--- src/rtl/dmem_responder_pkg.sv ---
// Shared types and constants for the data-memory responder.
// Contains the FSM state encoding, the byte-enable codes and a lane-enable helper.
package dmem_responder_pkg;

  typedef enum logic [1:0] {
    DR_IDLE = 2'd0,
    DR_WAIT = 2'd1,
    DR_RESP = 2'd2
  } dr_state_t;

  localparam logic [1:0] BE_NONE = 2'b00;
  localparam logic [1:0] BE_LO   = 2'b01;
  localparam logic [1:0] BE_HI   = 2'b10;
  localparam logic [1:0] BE_ALL  = 2'b11;

  // Byte lanes to write this cycle; nothing is written unless the store is allowed.
  function automatic logic [1:0] be_write_lanes(input logic en, input logic [1:0] be);
    logic [1:0] lanes;
    lanes = BE_NONE;
    if (en) begin
      case (be)
        BE_LO:   lanes = BE_LO;
        BE_HI:   lanes = BE_HI;
        BE_ALL:  lanes = BE_ALL;
        default: lanes = BE_NONE;
      endcase
    end
    return lanes;
  endfunction

endpackage

--- src/rtl/dmem_responder_if.sv ---
// Request/response bundle between the pipeline memory stage (master)
// and the data-memory responder (slave).
interface dmem_responder_if;
  logic        req_valid;
  logic        req_ready;
  logic        req_we;
  logic [15:0] req_addr;
  logic [15:0] req_wdata;
  logic [1:0]  req_be;
  logic        resp_valid;
  logic        resp_ready;
  logic [15:0] resp_rdata;
  logic        resp_err;

  modport master (
    output req_valid, req_we, req_addr, req_wdata, req_be, resp_ready,
    input  req_ready, resp_valid, resp_rdata, resp_err
  );

  modport slave (
    input  req_valid, req_we, req_addr, req_wdata, req_be, resp_ready,
    output req_ready, resp_valid, resp_rdata, resp_err
  );
endinterface

--- src/rtl/dmem_array.sv ---
// DEPTH x 16 data storage split into two byte lanes, each with its own
// write enable and a registered read port. Contents start at zero.
module dmem_array #(
  parameter int DEPTH = 256,
  parameter int AW    = $clog2(DEPTH)
) (
  input  logic          clk,
  input  logic [AW-1:0] addr,
  input  logic          rd_en,
  input  logic [1:0]    wr_lanes,
  input  logic [15:0]   wr_data,
  output logic [15:0]   rd_data
);

  for (genvar gi = 0; gi < 2; gi++) begin : g_lane
    logic [7:0] mem_reg [DEPTH] = '{default: 8'h00};
    logic [7:0] rd_reg;

    always_ff @(posedge clk) begin
      if (wr_lanes[gi]) begin
        mem_reg[addr] <= wr_data[gi*8 +: 8];
      end
      if (rd_en) begin
        rd_reg <= mem_reg[addr];
      end
    end
  end

  assign rd_data = {g_lane[1].rd_reg, g_lane[0].rd_reg};

endmodule

--- src/rtl/dmem_responder.sv ---
// Responder for the pipeline data-memory port: one request at a time,
// WAIT_CYCLES wait states, byte-enabled access, held response until accepted.
module dmem_responder
  import dmem_responder_pkg::*;
#(
  parameter int DEPTH       = 256,
  parameter int WAIT_CYCLES = 2
) (
  input  logic             clk,
  input  logic             rst_n,
  dmem_responder_if.slave  bus,
  output logic             busy
);

  localparam int AW = $clog2(DEPTH);

  dr_state_t   state_reg;
  dr_state_t   state_next;
  logic [15:0] cnt_reg;
  logic        we_reg;
  logic [15:0] addr_reg;
  logic [15:0] wdata_reg;
  logic [1:0]  be_reg;

  logic        out_of_range;
  logic        access;
  logic        rd_en;
  logic [1:0]  wr_lanes;
  logic [15:0] rd_data;

  // Any address bit above the array index makes the access out of range.
  assign out_of_range = (addr_reg >> AW) != 16'd0;
  assign access       = (state_reg == DR_WAIT) && (cnt_reg == 16'd0);
  assign rd_en        = access && !we_reg && !out_of_range;
  assign wr_lanes     = be_write_lanes(access && we_reg && !out_of_range, be_reg);

  dmem_array #(
    .DEPTH (DEPTH),
    .AW    (AW)
  ) u_array (
    .clk      (clk),
    .addr     (addr_reg[AW-1:0]),
    .rd_en    (rd_en),
    .wr_lanes (wr_lanes),
    .wr_data  (wdata_reg),
    .rd_data  (rd_data)
  );

  always_ff @(posedge clk or negedge rst_n) begin
    if (!rst_n) begin
      state_reg <= DR_IDLE;
    end else begin
      state_reg <= state_next;
    end
  end

  always_ff @(posedge clk or negedge rst_n) begin
    if (!rst_n) begin
      cnt_reg   <= 16'd0;
      we_reg    <= 1'b0;
      addr_reg  <= 16'd0;
      wdata_reg <= 16'd0;
      be_reg    <= BE_NONE;
    end else if ((state_reg == DR_IDLE) && bus.req_valid) begin
      cnt_reg   <= 16'(WAIT_CYCLES);
      we_reg    <= bus.req_we;
      addr_reg  <= bus.req_addr;
      wdata_reg <= bus.req_wdata;
      be_reg    <= bus.req_be;
    end else if ((state_reg == DR_WAIT) && (cnt_reg != 16'd0)) begin
      cnt_reg <= cnt_reg - 16'd1;
    end
  end

  always_comb begin
    state_next = state_reg;
    case (state_reg)
      DR_IDLE: if (bus.req_valid)     state_next = DR_WAIT;
      DR_WAIT: if (cnt_reg == 16'd0)  state_next = DR_RESP;
      DR_RESP: if (bus.resp_ready)    state_next = DR_IDLE;
      default:                        state_next = DR_IDLE;
    endcase
  end

  // Response fields are derived from held capture registers, so they stay
  // stable through backpressure and drop to zero as soon as RESP is left.
  always_comb begin
    bus.req_ready  = 1'b0;
    bus.resp_valid = 1'b0;
    bus.resp_rdata = 16'd0;
    bus.resp_err   = 1'b0;
    busy           = 1'b1;
    case (state_reg)
      DR_IDLE: begin
        bus.req_ready = 1'b1;
        busy          = 1'b0;
      end
      DR_RESP: begin
        bus.resp_valid = 1'b1;
        bus.resp_err   = out_of_range;
        bus.resp_rdata = (we_reg || out_of_range) ? 16'd0 : rd_data;
      end
      default: ;
    endcase
  end

endmodule

--- src/flat_wrapper.sv ---
// flat-port wrapper written by rule: the top's interface ports become plain ports
module dmem_responder_flat import dmem_responder_pkg::*;
#(
  parameter int DEPTH       = 256,
  parameter int WAIT_CYCLES = 2
)
  (clk, rst_n, busy, bus_req_valid, bus_req_we, bus_req_addr, bus_req_wdata, bus_req_be, bus_resp_ready, bus_req_ready, bus_resp_valid, bus_resp_rdata, bus_resp_err);
  dmem_responder_if bus_i ();
  input  logic clk;
  input  logic rst_n;
  output logic busy;
  input wire logic [$bits(bus_i.req_valid)-1:0] bus_req_valid;
  input wire logic [$bits(bus_i.req_we)-1:0] bus_req_we;
  input wire logic [$bits(bus_i.req_addr)-1:0] bus_req_addr;
  input wire logic [$bits(bus_i.req_wdata)-1:0] bus_req_wdata;
  input wire logic [$bits(bus_i.req_be)-1:0] bus_req_be;
  input wire logic [$bits(bus_i.resp_ready)-1:0] bus_resp_ready;
  output wire logic [$bits(bus_i.req_ready)-1:0] bus_req_ready;
  output wire logic [$bits(bus_i.resp_valid)-1:0] bus_resp_valid;
  output wire logic [$bits(bus_i.resp_rdata)-1:0] bus_resp_rdata;
  output wire logic [$bits(bus_i.resp_err)-1:0] bus_resp_err;
  assign bus_i.req_valid = bus_req_valid;
  assign bus_i.req_we = bus_req_we;
  assign bus_i.req_addr = bus_req_addr;
  assign bus_i.req_wdata = bus_req_wdata;
  assign bus_i.req_be = bus_req_be;
  assign bus_i.resp_ready = bus_resp_ready;
  assign bus_req_ready = bus_i.req_ready;
  assign bus_resp_valid = bus_i.resp_valid;
  assign bus_resp_rdata = bus_i.resp_rdata;
  assign bus_resp_err = bus_i.resp_err;
  dmem_responder #(.DEPTH(DEPTH), .WAIT_CYCLES(WAIT_CYCLES)) u_core (.clk(clk), .rst_n(rst_n), .bus(bus_i), .busy(busy));
endmodule
--- config.mk ---
export PLATFORM = sky130hd
export DESIGN_NAME = dmem_responder_flat
export DESIGN_NICKNAME = d
export VERILOG_FILES = /design/src/rtl/dmem_responder_pkg.sv /design/src/rtl/dmem_responder_if.sv /design/src/rtl/dmem_array.sv /design/src/rtl/dmem_responder.sv /design/src/flat_wrapper.sv
export SDC_FILE = /design/constraint.sdc
export NUM_CORES = 2
export LEC_CHECK = 0
export BUFFER_PORTS_ARGS = -buffer_cell sky130_fd_sc_hd__buf_2
export CORE_MARGIN = 2
export CORE_UTILIZATION = 60
export CTS_CLUSTER_SIZE = 14
export DETAILED_ROUTE_END_ITERATION = 12
export HOLD_SLACK_MARGIN = 0.12
export PLACE_DENSITY = 0.76
export SLEW_MARGIN = 25
export SYNTH_ARGS = -nofsm -noshare
export SYNTH_HDL_FRONTEND = slang
export SYNTH_SLANG_ARGS = --single-unit
--- constraint.sdc ---
create_clock -name clk -period 7.79 [get_ports clk]
set_input_delay 0.3895 -clock clk [delete_from_list [all_inputs] [get_ports clk]]
set_output_delay 0.3895 -clock clk [all_outputs]
set_load 0.05 [all_outputs]
==> summary.md <==
| Metric | Value |
|---|---|
| Final hold vios | `0` |
| Synthesized area | `159000 µm²` |
| Max_cap viols | `0` |
| CP Max Fanout | `80` |
| Register area share after synthesis | `78.3%` |
| Ports | `59` |
| Register-to-Register Path Depth | `9` |
| Switching Share | `31.1%` |
| Post-synth net total | `7349` |
| Worst Setup Start Kind | `flop` |
| Synth Area per Inst | `between 20 and 25 µm²` |
| Relative slew slack | `15.6%` |
| Final-report setup violation count | `0` |
| Final Power | `0.0648 W` |
| Worst hold path class | `in2reg` |
| Fmax | `205 MHz` |
| WL final | `around 400 mm` |
| Final Slew Violations | `0` |
| Leading cell type in the layout, fill and taps excluded | `edfxtp_1` |
| GP Congestion | `0.869` |
| Largest net degree at the start of global routing | `between 200 and 250` |
| Final Non-Filler Cells | `11400` |
| Core Box Area | `approximately 260000 µm²` |
| Crit end category | `flop` |
| Nets | `7580` |
| Clk_skew | `0.0617 ns` |
| Area grow syn2layout | `11.4%` |
| CTS tree | `built` |
| Prevailing post-synth register cell | `edfxtp_1` |
| Period Utilization, post-route | `between 60% and 70%` |
| Critical path class | `reg2reg` |
| Vias/cell | `between 7 and 8` |
| Synth area leader | `edfxtp_1` |
| Crit-path cells | `buf_12, buf_12, buf_12, buf_4, mux4_2, a22oi_1, a21oi_1, o41ai_1, nand4_1` |
| Fraction of layout cells with a size suffix above 1 | `24.2%` |
| CTS root buffer | `clkbuf_16` |
| Worst r2r src | `u_core.addr_reg[0]` |
| CTS resizes | `0` |
| Post-synth top area share | `a little under 80%` |
| Post-synth ARST share | `around 1.3%` |
| Drt pass-1 iters | `8` |
| Final ANT Viol Nets | `0` |
| Post-synthesis register bit count | `between 4000 and 5000` |
| PortBufs | `between 50 and 60` |
| H-tree level count | `5` |
| HPWL after DPL | `216 mm` |
| Worst path slowest cell | `o41ai_1` |
| First-pass GRT wire length | `between 500 and 600 mm` |
| Final Util | `67.1%` |
| Deepest clock path buffer count | `4` |
| Post-CTS Setup Inserts | `0` |
| Leak | `roughly 54 nW` |
| Global route overflow | `0` |
| TritonCTS buffer count | `400` |
| Initial antenna violation count | `17` |
| Sw Pwr | `0.0202 W` |
| Drt first-iter violations | `about 12000` |
| Synth Warn # | `0` |
| Post-synth EDFFs | `a little over 4000` |
| Part of the power in combinational logic | `about a quarter` |
| Crit path top cell by count | `buf_12` |
| Netlist cell types | `42` |
| Worst Max-Slew Pin Slew | `between 1 and 1.5 ns` |
| Rows | `roughly 190` |
| WL/cell | `around 35 µm` |
| Clk_lat worst skew | `0.93 ns` |
| Die area | `around 270000 µm²` |
| Effective utilization at floorplan | `roughly 60%` |
| Synth area leaders | `edfxtp_1, mux4_2, a22oi_1` |
| R2r setup slk | `~2.9 ns` |
| Flop pwr share | `44.4%` |
| Post-route DRC | `0` |
| Max reg flops | `4096` |
| Die Wd | `520 µm` |
| Dpl cells | `about 11000` |
| Cell-internal power | `0.0446 W` |
| CTS clock-pin slew for the worst setup and hold paths | `roughly 0.060 ns` |
| Tot GR Track Use | `29.3%` |
| Worst Hold Depth | `3` |
| TritonCTS sink count | `between 4000 and 5000` |
| CP required | `approximately 8.4 ns` |
| Die Y | `roughly 520 µm` |
| Routed vias | `80100` |
| Final worst path period need | `just under 5 ns` |
| Clk pwr share | `between 20 and 30%` |
| Outcome | `complete, no violations` |
| Commonest non-fill, non-tap cells in the layout | `edfxtp_1, mux4_2, nor2_1` |
| HP Start | `bus_resp_ready` |
| Crit-path max cell delay | `0.90 ns` |
| Worst vdd ir | `between 0.0003 and 0.0004 V` |
| Setup TNS | `0 ns` |
| CP arrival | `between 5 and 6 ns` |
| End of the worst hold path | `u_core.state_reg[1]` |
| Reg-to-Reg End | `u_core.u_array.g_lane[1].rd_reg[0]` |
| Layout fillers | `roughly 16000` |
| RSZ-0062 raised after global routing | `no` |
| Power Density | `365 nW/µm²` |
| Cells after synthesis | `about 7300` |
| Vias in the first global route | `~80000` |
-- area by class of cell --
class / instances / area (µm²) / share of cell area (%)
diodes: 22 / 55.1 / 0.0310
clock buffers: 477 / 10500 / 5.88
clock inverters: 249 / 2280 / 1.28
inverters: 5 / 18.8 / 0.0106
multi-input cells: 2669 / 32700 / 18.4
flip-flops and latches: 4165 / 125000 / 70.3
well taps: 3533 / 4420 / 2.49
repair buffers: 299 / 2840 / 1.60
-- worst max-delay path by stage --
stage	to	slack (ns)	startpoint
floorplan	u_core.u_array.g_lane[0].mem_reg[0][0]	3.80	u_core.wdata_reg[0]
global placement	u_core.u_array.g_lane[1].rd_reg[7]	2.62	u_core.addr_reg[0]
detailed placement	u_core.u_array.g_lane[0].rd_reg[6]	2.82	u_core.addr_reg[0]
CTS	u_core.u_array.g_lane[0].rd_reg[6]	2.76	u_core.addr_reg[0]
global route	u_core.u_array.g_lane[0].rd_reg[6]	2.69	u_core.addr_reg[0]
finish	u_core.u_array.g_lane[1].rd_reg[0]	2.90	u_core.addr_reg[0]
-- power groups by stage --
| stage | sequential (W) | combinational, W | clock, W |
|---|---|---|---|
| 5_1_grt | 0.0288 | 0.0177 | 0.0200 |
| 2_1_floorplan | 0.0304 | 0.00944 | 0 |
| 4_1_cts | 0.0289 | 0.0165 | 0.0192 |
| 3_5_place_dp | 0.0294 | 0.0162 | 0 |
| 3_3_place_gp | 0.0294 | 0.0157 | 0 |
| 6_report | 0.0288 | 0.0169 | 0.0191 |
-- synthesized netlist by cell type (2+ instances only) --
cell type and count:
a21oi_1 257, a22oi_1 512, and2_1 21, and3_1 2, and4_1 2, buf_1 46, buf_2 114, buf_4 16
buf_6 26, clkbuf_1 265, dfrtp_1 53, edfxtp_1 4112, inv_1 5, mux4_2 1024, nand2_1 142, nand2b_1 4
nand3_1 16, nand3_4 20, nand4_1 16, nand4_2 3, nor2_1 537, nor2b_1 9, nor3_1 6, nor4_1 5
nor4b_1 2, o211ai_1 2, o41ai_1 64, xnor2_1 10, xor2_1 5
-- per-layer routing --
metal | global-route usage [%] | vias to the layer above | routed length [µm]
met5 | 0 | - | 115
met1 | 40.8 | 41900 | 141000
met4 | 11.9 | 14 | 17000
li1 | - | 31300 | -
met2 | 45.3 | 6040 | 190000
met3 | 7.33 | 892 | 48400
-- stage by stage --
step | instance area [µm²] | hold slack (ns) | setup slack (ns)
after floorplan | 159000 | 0.0939 | 3.80
after global placement | 164000 | 0.316 | 2.62
after detailed placement | 164000 | 0.333 | 2.82
after CTS | 177000 | 0.229 | 2.76
after global routing | 178000 | 0.310 | 2.69
final | 178000 | 0.275 | 2.90
-- worst max-delay path: cells and delay by family (launching register included) --
| family | cells | cell delay, ns |
|---|---|---|
| buffers and inverters | 4 | 1.56 |
| muxes | 1 | 0.56 |
| DFF | 1 | 0.79 |
| AOI/OAI and AO/OA | 3 | 1.34 |
| and+or+nand+nor | 1 | 0.16 |
-- cell families (layout without fill, tap and decap cells) --
logic type      Yosys count  in the layout  synth area share [%]
compound gates          837            837                  3.58
simple gates            792            792                  2.20
other cells               0             22                     0
buf+inv                 475           1030                  1.39
xor+xnor                 15             15                0.0824
mux                    1024           1024                  14.5
flops                  4165           4165                  78.3
fa+ha+maj                 1              1               0.00785
-- repair_timing --
item                                   in CTS  in global routing
endpoints found under the hold margin      91                  0
setup endpoints to repair                   0                  0
hold buffers                               75                  0
(Power assumes the default switching activity.)
